[config.mk]
export PLATFORM = sky130hd
export DESIGN_NAME = mcp23s17_poll_sequencer
export DESIGN_NICKNAME = d
export VERILOG_FILES = /design/src/rtl/mcp23s17_poll_sequencer.sv
export SDC_FILE = /design/constraint.sdc
export NUM_CORES = 1
export LEC_CHECK = 0
export ABC_AREA = 1
export BUFFER_PORTS_ARGS = -buffer_cell sky130_fd_sc_hd__buf_2
export CORE_UTILIZATION = 50
export CTS_CLUSTER_DIAMETER = 60
export DETAILED_ROUTE_END_ITERATION = 12
export MAX_ROUTING_LAYER = met4
export PLACE_DENSITY = 0.8
export SETUP_SLACK_MARGIN = 0.05
export SYNTH_ARGS = -nofsm -noshare
export SYNTH_HDL_FRONTEND = slang
export SYNTH_SLANG_ARGS = --single-unit
[constraint.sdc]
create_clock -name clk -period 1.6 [get_ports clk]
set_input_delay 0.08 -clock clk [delete_from_list [all_inputs] [get_ports clk]]
set_output_delay 0.08 -clock clk [all_outputs]
set_load 0.01 [all_outputs]
[src/rtl/mcp23s17_poll_sequencer.sv]
`default_nettype none
// ============================================================================
// Module   : mcp23s17_poll_sequencer
// Brief    : MCP23S17 joystick expander command sequencer (config writes, then
//            GPIOA/GPIOB reads on INTA or periodic timer) over a txn/rsp engine.
// Revision : 1.0
// ============================================================================
module mcp23s17_poll_sequencer #(
  parameter logic [2:0] HW_ADDR     = 3'b000,
  parameter int         STARTUP_CYC = 2800,
  parameter int         POLL_CYC    = 280000,
  parameter int         TIMEOUT_CYC = 4096
) (
  input  logic       clk,
  input  logic       rst_n,
  input  logic       inta,
  output logic       txn_valid,
  input  logic       txn_ready,
  output logic [7:0] txn_opcode,
  output logic [7:0] txn_reg,
  output logic [7:0] txn_wdata,
  input  logic       rsp_valid,
  input  logic [7:0] rsp_rdata,
  output logic       ready,
  output logic [7:0] joya,
  output logic [7:0] joyb,
  output logic [7:0] err_count
);

  localparam int SW = (STARTUP_CYC > 2) ? $clog2(STARTUP_CYC) : 1;
  localparam int PW = (POLL_CYC    > 2) ? $clog2(POLL_CYC)    : 1;
  localparam int TW = (TIMEOUT_CYC > 2) ? $clog2(TIMEOUT_CYC) : 1;
  localparam logic [SW-1:0] ST_LAST   = SW'(STARTUP_CYC - 1);
  localparam logic [PW-1:0] POLL_LAST = PW'(POLL_CYC - 1);
  localparam logic [TW-1:0] TO_LAST   = TW'(TIMEOUT_CYC - 1);
  localparam logic [2:0]    CFG_LAST  = 3'd6;

  typedef enum logic [2:0] {
    ST_STARTUP   = 3'd0,
    ST_CFG_REQ   = 3'd1,
    ST_CFG_WAIT  = 3'd2,
    ST_POLL_IDLE = 3'd3,
    ST_RDA_REQ   = 3'd4,
    ST_RDA_WAIT  = 3'd5,
    ST_RDB_REQ   = 3'd6,
    ST_RDB_WAIT  = 3'd7
  } state_t;

  state_t        state, state_n;
  logic [2:0]    idx, idx_n;
  logic [SW-1:0] st_cnt, st_cnt_n;
  logic [PW-1:0] poll_cnt, poll_cnt_n;
  logic [TW-1:0] to_cnt, to_cnt_n;
  logic          ready_n;
  logic [7:0]    joya_n, joyb_n, err_n;
  logic          inta_meta, inta_sync;
  logic [7:0]    cfg_reg, cfg_data;
  logic          accept, in_wait, timeout;

  always_comb begin
    cfg_reg  = 8'h00;
    cfg_data = 8'hFF;
    case (idx)
      3'd0:    begin cfg_reg = 8'h0A; cfg_data = 8'h40; end  // IOCON.MIRROR
      3'd1:    cfg_reg = 8'h00;
      3'd2:    cfg_reg = 8'h01;
      3'd3:    cfg_reg = 8'h0C;
      3'd4:    cfg_reg = 8'h0D;
      3'd5:    cfg_reg = 8'h04;
      3'd6:    cfg_reg = 8'h05;
      default: begin cfg_reg = 8'h00; cfg_data = 8'h00; end
    endcase
  end

  always_comb begin
    txn_valid  = 1'b0;
    txn_opcode = 8'h00;
    txn_reg    = 8'h00;
    txn_wdata  = 8'h00;
    case (state)
      ST_CFG_REQ: begin
        txn_valid  = 1'b1;
        txn_opcode = {4'b0100, HW_ADDR, 1'b0};
        txn_reg    = cfg_reg;
        txn_wdata  = cfg_data;
      end
      ST_RDA_REQ: begin
        txn_valid  = 1'b1;
        txn_opcode = {4'b0100, HW_ADDR, 1'b1};
        txn_reg    = 8'h12;
      end
      ST_RDB_REQ: begin
        txn_valid  = 1'b1;
        txn_opcode = {4'b0100, HW_ADDR, 1'b1};
        txn_reg    = 8'h13;
      end
      default: ;
    endcase
  end

  assign accept  = txn_valid && txn_ready;
  assign in_wait = (state == ST_CFG_WAIT) || (state == ST_RDA_WAIT) || (state == ST_RDB_WAIT);
  // A response in the final timeout cycle still counts as success.
  assign timeout = in_wait && !rsp_valid && (to_cnt == TO_LAST);

  always_comb begin
    state_n    = state;
    idx_n      = idx;
    st_cnt_n   = st_cnt;
    poll_cnt_n = (poll_cnt == POLL_LAST) ? poll_cnt : poll_cnt + 1'b1;
    to_cnt_n   = (in_wait && !rsp_valid) ? to_cnt + 1'b1 : '0;
    ready_n    = ready;
    joya_n     = joya;
    joyb_n     = joyb;
    err_n      = err_count;
    case (state)
      ST_STARTUP: begin
        poll_cnt_n = '0;
        if (st_cnt == ST_LAST) begin
          st_cnt_n = '0;
          idx_n    = 3'd0;
          state_n  = ST_CFG_REQ;
        end else begin
          st_cnt_n = st_cnt + 1'b1;
        end
      end
      ST_CFG_REQ: begin
        poll_cnt_n = '0;
        if (accept) state_n = ST_CFG_WAIT;
      end
      ST_CFG_WAIT: begin
        poll_cnt_n = '0;
        if (rsp_valid) begin
          if (idx == CFG_LAST) begin
            state_n = ST_POLL_IDLE;
            ready_n = 1'b1;
          end else begin
            idx_n   = idx + 3'd1;
            state_n = ST_CFG_REQ;
          end
        end
      end
      ST_POLL_IDLE: begin
        if (!inta_sync || (poll_cnt == POLL_LAST)) begin
          state_n    = ST_RDA_REQ;
          poll_cnt_n = '0;
        end
      end
      ST_RDA_REQ: if (accept) state_n = ST_RDA_WAIT;
      ST_RDA_WAIT: begin
        if (rsp_valid) begin
          joya_n  = rsp_rdata;
          state_n = ST_RDB_REQ;
        end
      end
      ST_RDB_REQ: if (accept) state_n = ST_RDB_WAIT;
      ST_RDB_WAIT: begin
        if (rsp_valid) begin
          joyb_n  = rsp_rdata;
          state_n = ST_POLL_IDLE;
        end
      end
      default: state_n = ST_STARTUP;
    endcase
    // Recovery re-runs the whole configuration; joystick bytes are kept.
    if (timeout) begin
      state_n  = ST_STARTUP;
      st_cnt_n = '0;
      idx_n    = 3'd0;
      to_cnt_n = '0;
      ready_n  = 1'b0;
      if (err_count != 8'hFF) err_n = err_count + 8'd1;
    end
  end

  always_ff @(posedge clk or negedge rst_n) begin
    if (!rst_n) begin
      state     <= ST_STARTUP;
      idx       <= 3'd0;
      st_cnt    <= '0;
      poll_cnt  <= '0;
      to_cnt    <= '0;
      ready     <= 1'b0;
      joya      <= 8'hFF;
      joyb      <= 8'hFF;
      err_count <= 8'h00;
      inta_meta <= 1'b1;
      inta_sync <= 1'b1;
    end else begin
      state     <= state_n;
      idx       <= idx_n;
      st_cnt    <= st_cnt_n;
      poll_cnt  <= poll_cnt_n;
      to_cnt    <= to_cnt_n;
      ready     <= ready_n;
      joya      <= joya_n;
      joyb      <= joyb_n;
      err_count <= err_n;
      inta_meta <= inta;
      inta_sync <= inta_meta;
    end
  end

endmodule
`default_nettype wire

==> results.md <==
- Status: finished with violations
- Violated checks: negative setup slack
- Post-synthesis instance total: around 540
- Fin cells: a little under 800
- Die span in x: ~94 um
- Worst EP required: 1.52 ns
- Max Transition Viols Final: 0
- Largest family of logic cells by synthesized area: simple AND/OR/NAND/NOR gates
- Compound-gate portion of the synthesized area: 0.07921
- M1 WL: 4986 um
- Hpwl dp: about 6400 um
- Yosys synthesis warning count: 0
- Sink Count: 76
- Peak VDD IR: 0.0005594 V
- Largest net degree at the start of global routing: 38
- Initial Util: 0.5139
- Post-synth ARST share: 1.000
- Xor/xnor share of the synthesized area: 0.04378
- Seq/Total Area, Yosys: 0.4580
- Period utilisation layout: 1.276
- Chip height: 93.67 um
- Netlist cell types: 33
- Global Route Usage Sum: 0.2410
- Die ar.: approximately 0.0088 sq mm
- GP Congestion: 0.9055
- Mux contribution to synthesized area: 0
- Register bit total from synthesis: 76
- # setup viols final: 43
- Final setup margin: -0.4411 ns
- # port buffers: 53
- Area of the multi-input gates: 0.002424 sq mm
- Row count: 33
- Synth Flop Type: dfrtp_1
- Core area: 0.008175 sq mm
- Worst hold path class: primary input to async pin
- Fill cell count: 486
- Ports: 63
- Power Density: between 600 and 700 mW/mm^2
- Met3 routed WL: 1014 um
- Clk Latency, worst-skew pair: roughly 0.37 ns
- RSZ-0062 raised after global routing: true
- Highest routed layer: met4
- CP Max Fanout: 3
- Critical R2R Capture: err_count[6]$_DFFE_PN0P_
- Routed len/inst: 18.08 um
- Global-route wire length before repair: 16,110 um
- P_leak: about 2.9 nW
- Syn Area/Cell: 7.752 sq um
- Kind of critical path: register to output pin
- Inst Count DP: approximately 720
- Synth Area in Simple Gates: 0.2933
- Synth Cell Area: 0.004202 sq mm
- R2R cell count: 9
- DR iter-0 viols: roughly 510
- ANT cells: 0
- Layout area overhead: 42.20%
- Achievable clock frequency: ~0.49 GHz
- DRC viols: 0
- DR vias/cell: 5.682
- Clock buffer depth: 2
- Final ANT Viol Nets: 0
- Minimum clock period: between 2 and 2.5 ns
- Fin util: 0.7308
- Total wire length: 14,030 um
- Total grt overflow: 0
- Metal2 WL: 7018 um
- Layout cells sized above 1: 0.4307
- Hold Fails Final Rpt: 0
- Htree depth: 3
- Antenna violations before repair: 0
- Flop-to-flop setup slack: -0.18 ns
- Post-synth EDFFs: 0
- CTS tree: done
- Num CTS Buffers: 9
- Critical Path AT: 1.96 ns
- Area occupied by registers: 0.001932 sq mm
- Clock skew: 0.01577 ns
- Nets: 688
- Max-capacitance violation count: 0
- Vias in the first global route: 3,652
- Vias post-DR: 4,409
- CTS root buf: clkbuf_8
- R2r startpoint: to_cnt[1]$_DFF_PN0_
- Crit path launch type: register
- Crit. End Element: output pin
- Drt pass-1 iters: 7
- Reg clk slew, reported paths: around 0.090 ns
- Adder-Cell Fraction of Synth Area: 0.02382
-- synthesized netlist by cell type, types with 2 or more instances --
library cell | count | area (sq um)
a21oi_1 | 25 | 125.1
buf_2 | 4 | 20.02
buf_4 | 17 | 127.6
buf_6 | 2 | 22.52
dfrtp_1 | 58 | 1451
dfstp_2 | 18 | 473.0
ha_1 | 8 | 100.1
inv_1 | 65 | 244.0
nand2_1 | 127 | 476.7
nand2_2 | 3 | 18.77
nand2_4 | 2 | 22.52
nand3_1 | 39 | 195.2
nand3_2 | 3 | 30.03
nand3b_1 | 3 | 22.52
nand4_1 | 2 | 12.51
nor2_1 | 80 | 300.3
nor2_2 | 5 | 31.28
nor3_1 | 13 | 65.06
nor3_4 | 2 | 32.53
o21a_1 | 2 | 15.01
o21ai_0 | 27 | 135.1
o21ai_1 | 7 | 35.03
xnor2_1 | 10 | 87.58
xor2_1 | 11 | 96.34
-- power breakdown --
| part | leakage (nW) | switching (W) | internal [W] |
|---|---|---|---|
| clock network | 0.109 | 0.000767 | 0.000915 |
| logic | 1.77 | 0.0000879 | 0.0000524 |
| registers | 0.977 | 0.0000113 | 0.00195 |
| total | 2.85 | 0.000866 | 0.00292 |
-- worst max path at each step --
stage,start,endpoint,slack [ns],cells past startpoint
finish,idx[0]$_DFFE_PN0P_,txn_reg[1],-0.44,9
global route,idx[0]$_DFFE_PN0P_,txn_reg[1],-0.54,10
CTS,idx[0]$_DFFE_PN0P_,txn_reg[0],-0.27,10
detailed placement,to_cnt[0]$_DFF_PN0_,to_cnt[3]$_DFF_PN0_,-0.06,10
global placement,st_cnt[1]$_DFFE_PN0P_,st_cnt[9]$_DFFE_PN0P_,0.02,8
floorplan,err_count[0]$_DFFE_PN0P_,err_count[0]$_DFFE_PN0P_,0.05,6
-- cell usage in the layout (no fill, tap or decap), drive strengths merged, types with 3 or more instances in the layout --
cell         netlist  routed
nand2            132     134
buf               23     118
nor2              86      86
inv               66      66
dfrtp             58      58
nand3             42      42
o21ai             34      34
a21oi             26      26
dfstp             18      18
nor3              15      15
xor2              11      11
clkbuf             1      11
dlygate4sd3        0      10
xnor2             10      10
conb               1       9
ha                 8       8
nand3b             3       3
-- cell families after synthesis --
family,count (synthesis)
other,1
buffers and inverters,90
flip-flops,76
AO/OA/AOI/OAI,64
AND/OR/NAND/NOR,282
adder cells (fa/ha/maj),8
XOR/XNOR,21
-- worst max-delay path, cell delays in order, from the launching register on --
cell     delay, ns
dfrtp_1       0.44
inv_2         0.15
ha_4          0.19
nor2_1        0.06
nand2_1       0.11
nand2_2       0.08
a21oi_2       0.16
nor2_2        0.08
o21ai_2       0.18
buf_6         0.14
-- timing repair --
action,CTS,global route
hold endpoints to repair,34,0
hold buffers,10,0
resized for setup,62,130
gates cloned,1,2
setup endpoints to repair,51,64
pin swaps,13,44
buffers inserted,27,18
-- stage by stage --
stage | power, W | setup WS, ns | hold WS [ns] | cell area, sq um | setup TNS (ns)
final | 0.003782 | -0.4411 | 0.2128 | 5974 | -5.153
after global placement | 0.002110 | 0.02217 | 0.07264 | 4732 | 0
after detailed placement | 0.002114 | -0.06410 | 0.07159 | 4732 | -0.5927
after global routing | 0.003878 | -0.5398 | 0.2534 | 5974 | -8.783
after floorplan | 0.002048 | 0.05113 | -0.2156 | 4232 | 0
after CTS | 0.003726 | -0.2664 | 0.2226 | 5368 | -1.882
-- per-layer routing --
metal  GRT usage  vias up
met3     0.03964      119
li1            -     1940
met2      0.4154      291
met5           -        -
met1      0.2862     2059
met4     0.08590        0
-- state kept, by name, indices dropped and copies added, names as in the netlist --
name	count
poll_cnt	19
st_cnt	12
to_cnt	12
err_count	8
joya	8
joyb	8
idx	3
state	3
inta_meta	1
inta_sync	1
ready	1
-- layout make-up --
class                           count  share of cell area
Inverter                           66             0.04482
Clock buffer                       11             0.02366
Timing Repair Buffer              128              0.1682
Sequential cell                    76              0.3234
Clock inverter                      4             0.01236
Multi-Input combinational cell    386              0.4057
Tap cell                          105             0.02199
(Power assumes the default switching activity.)
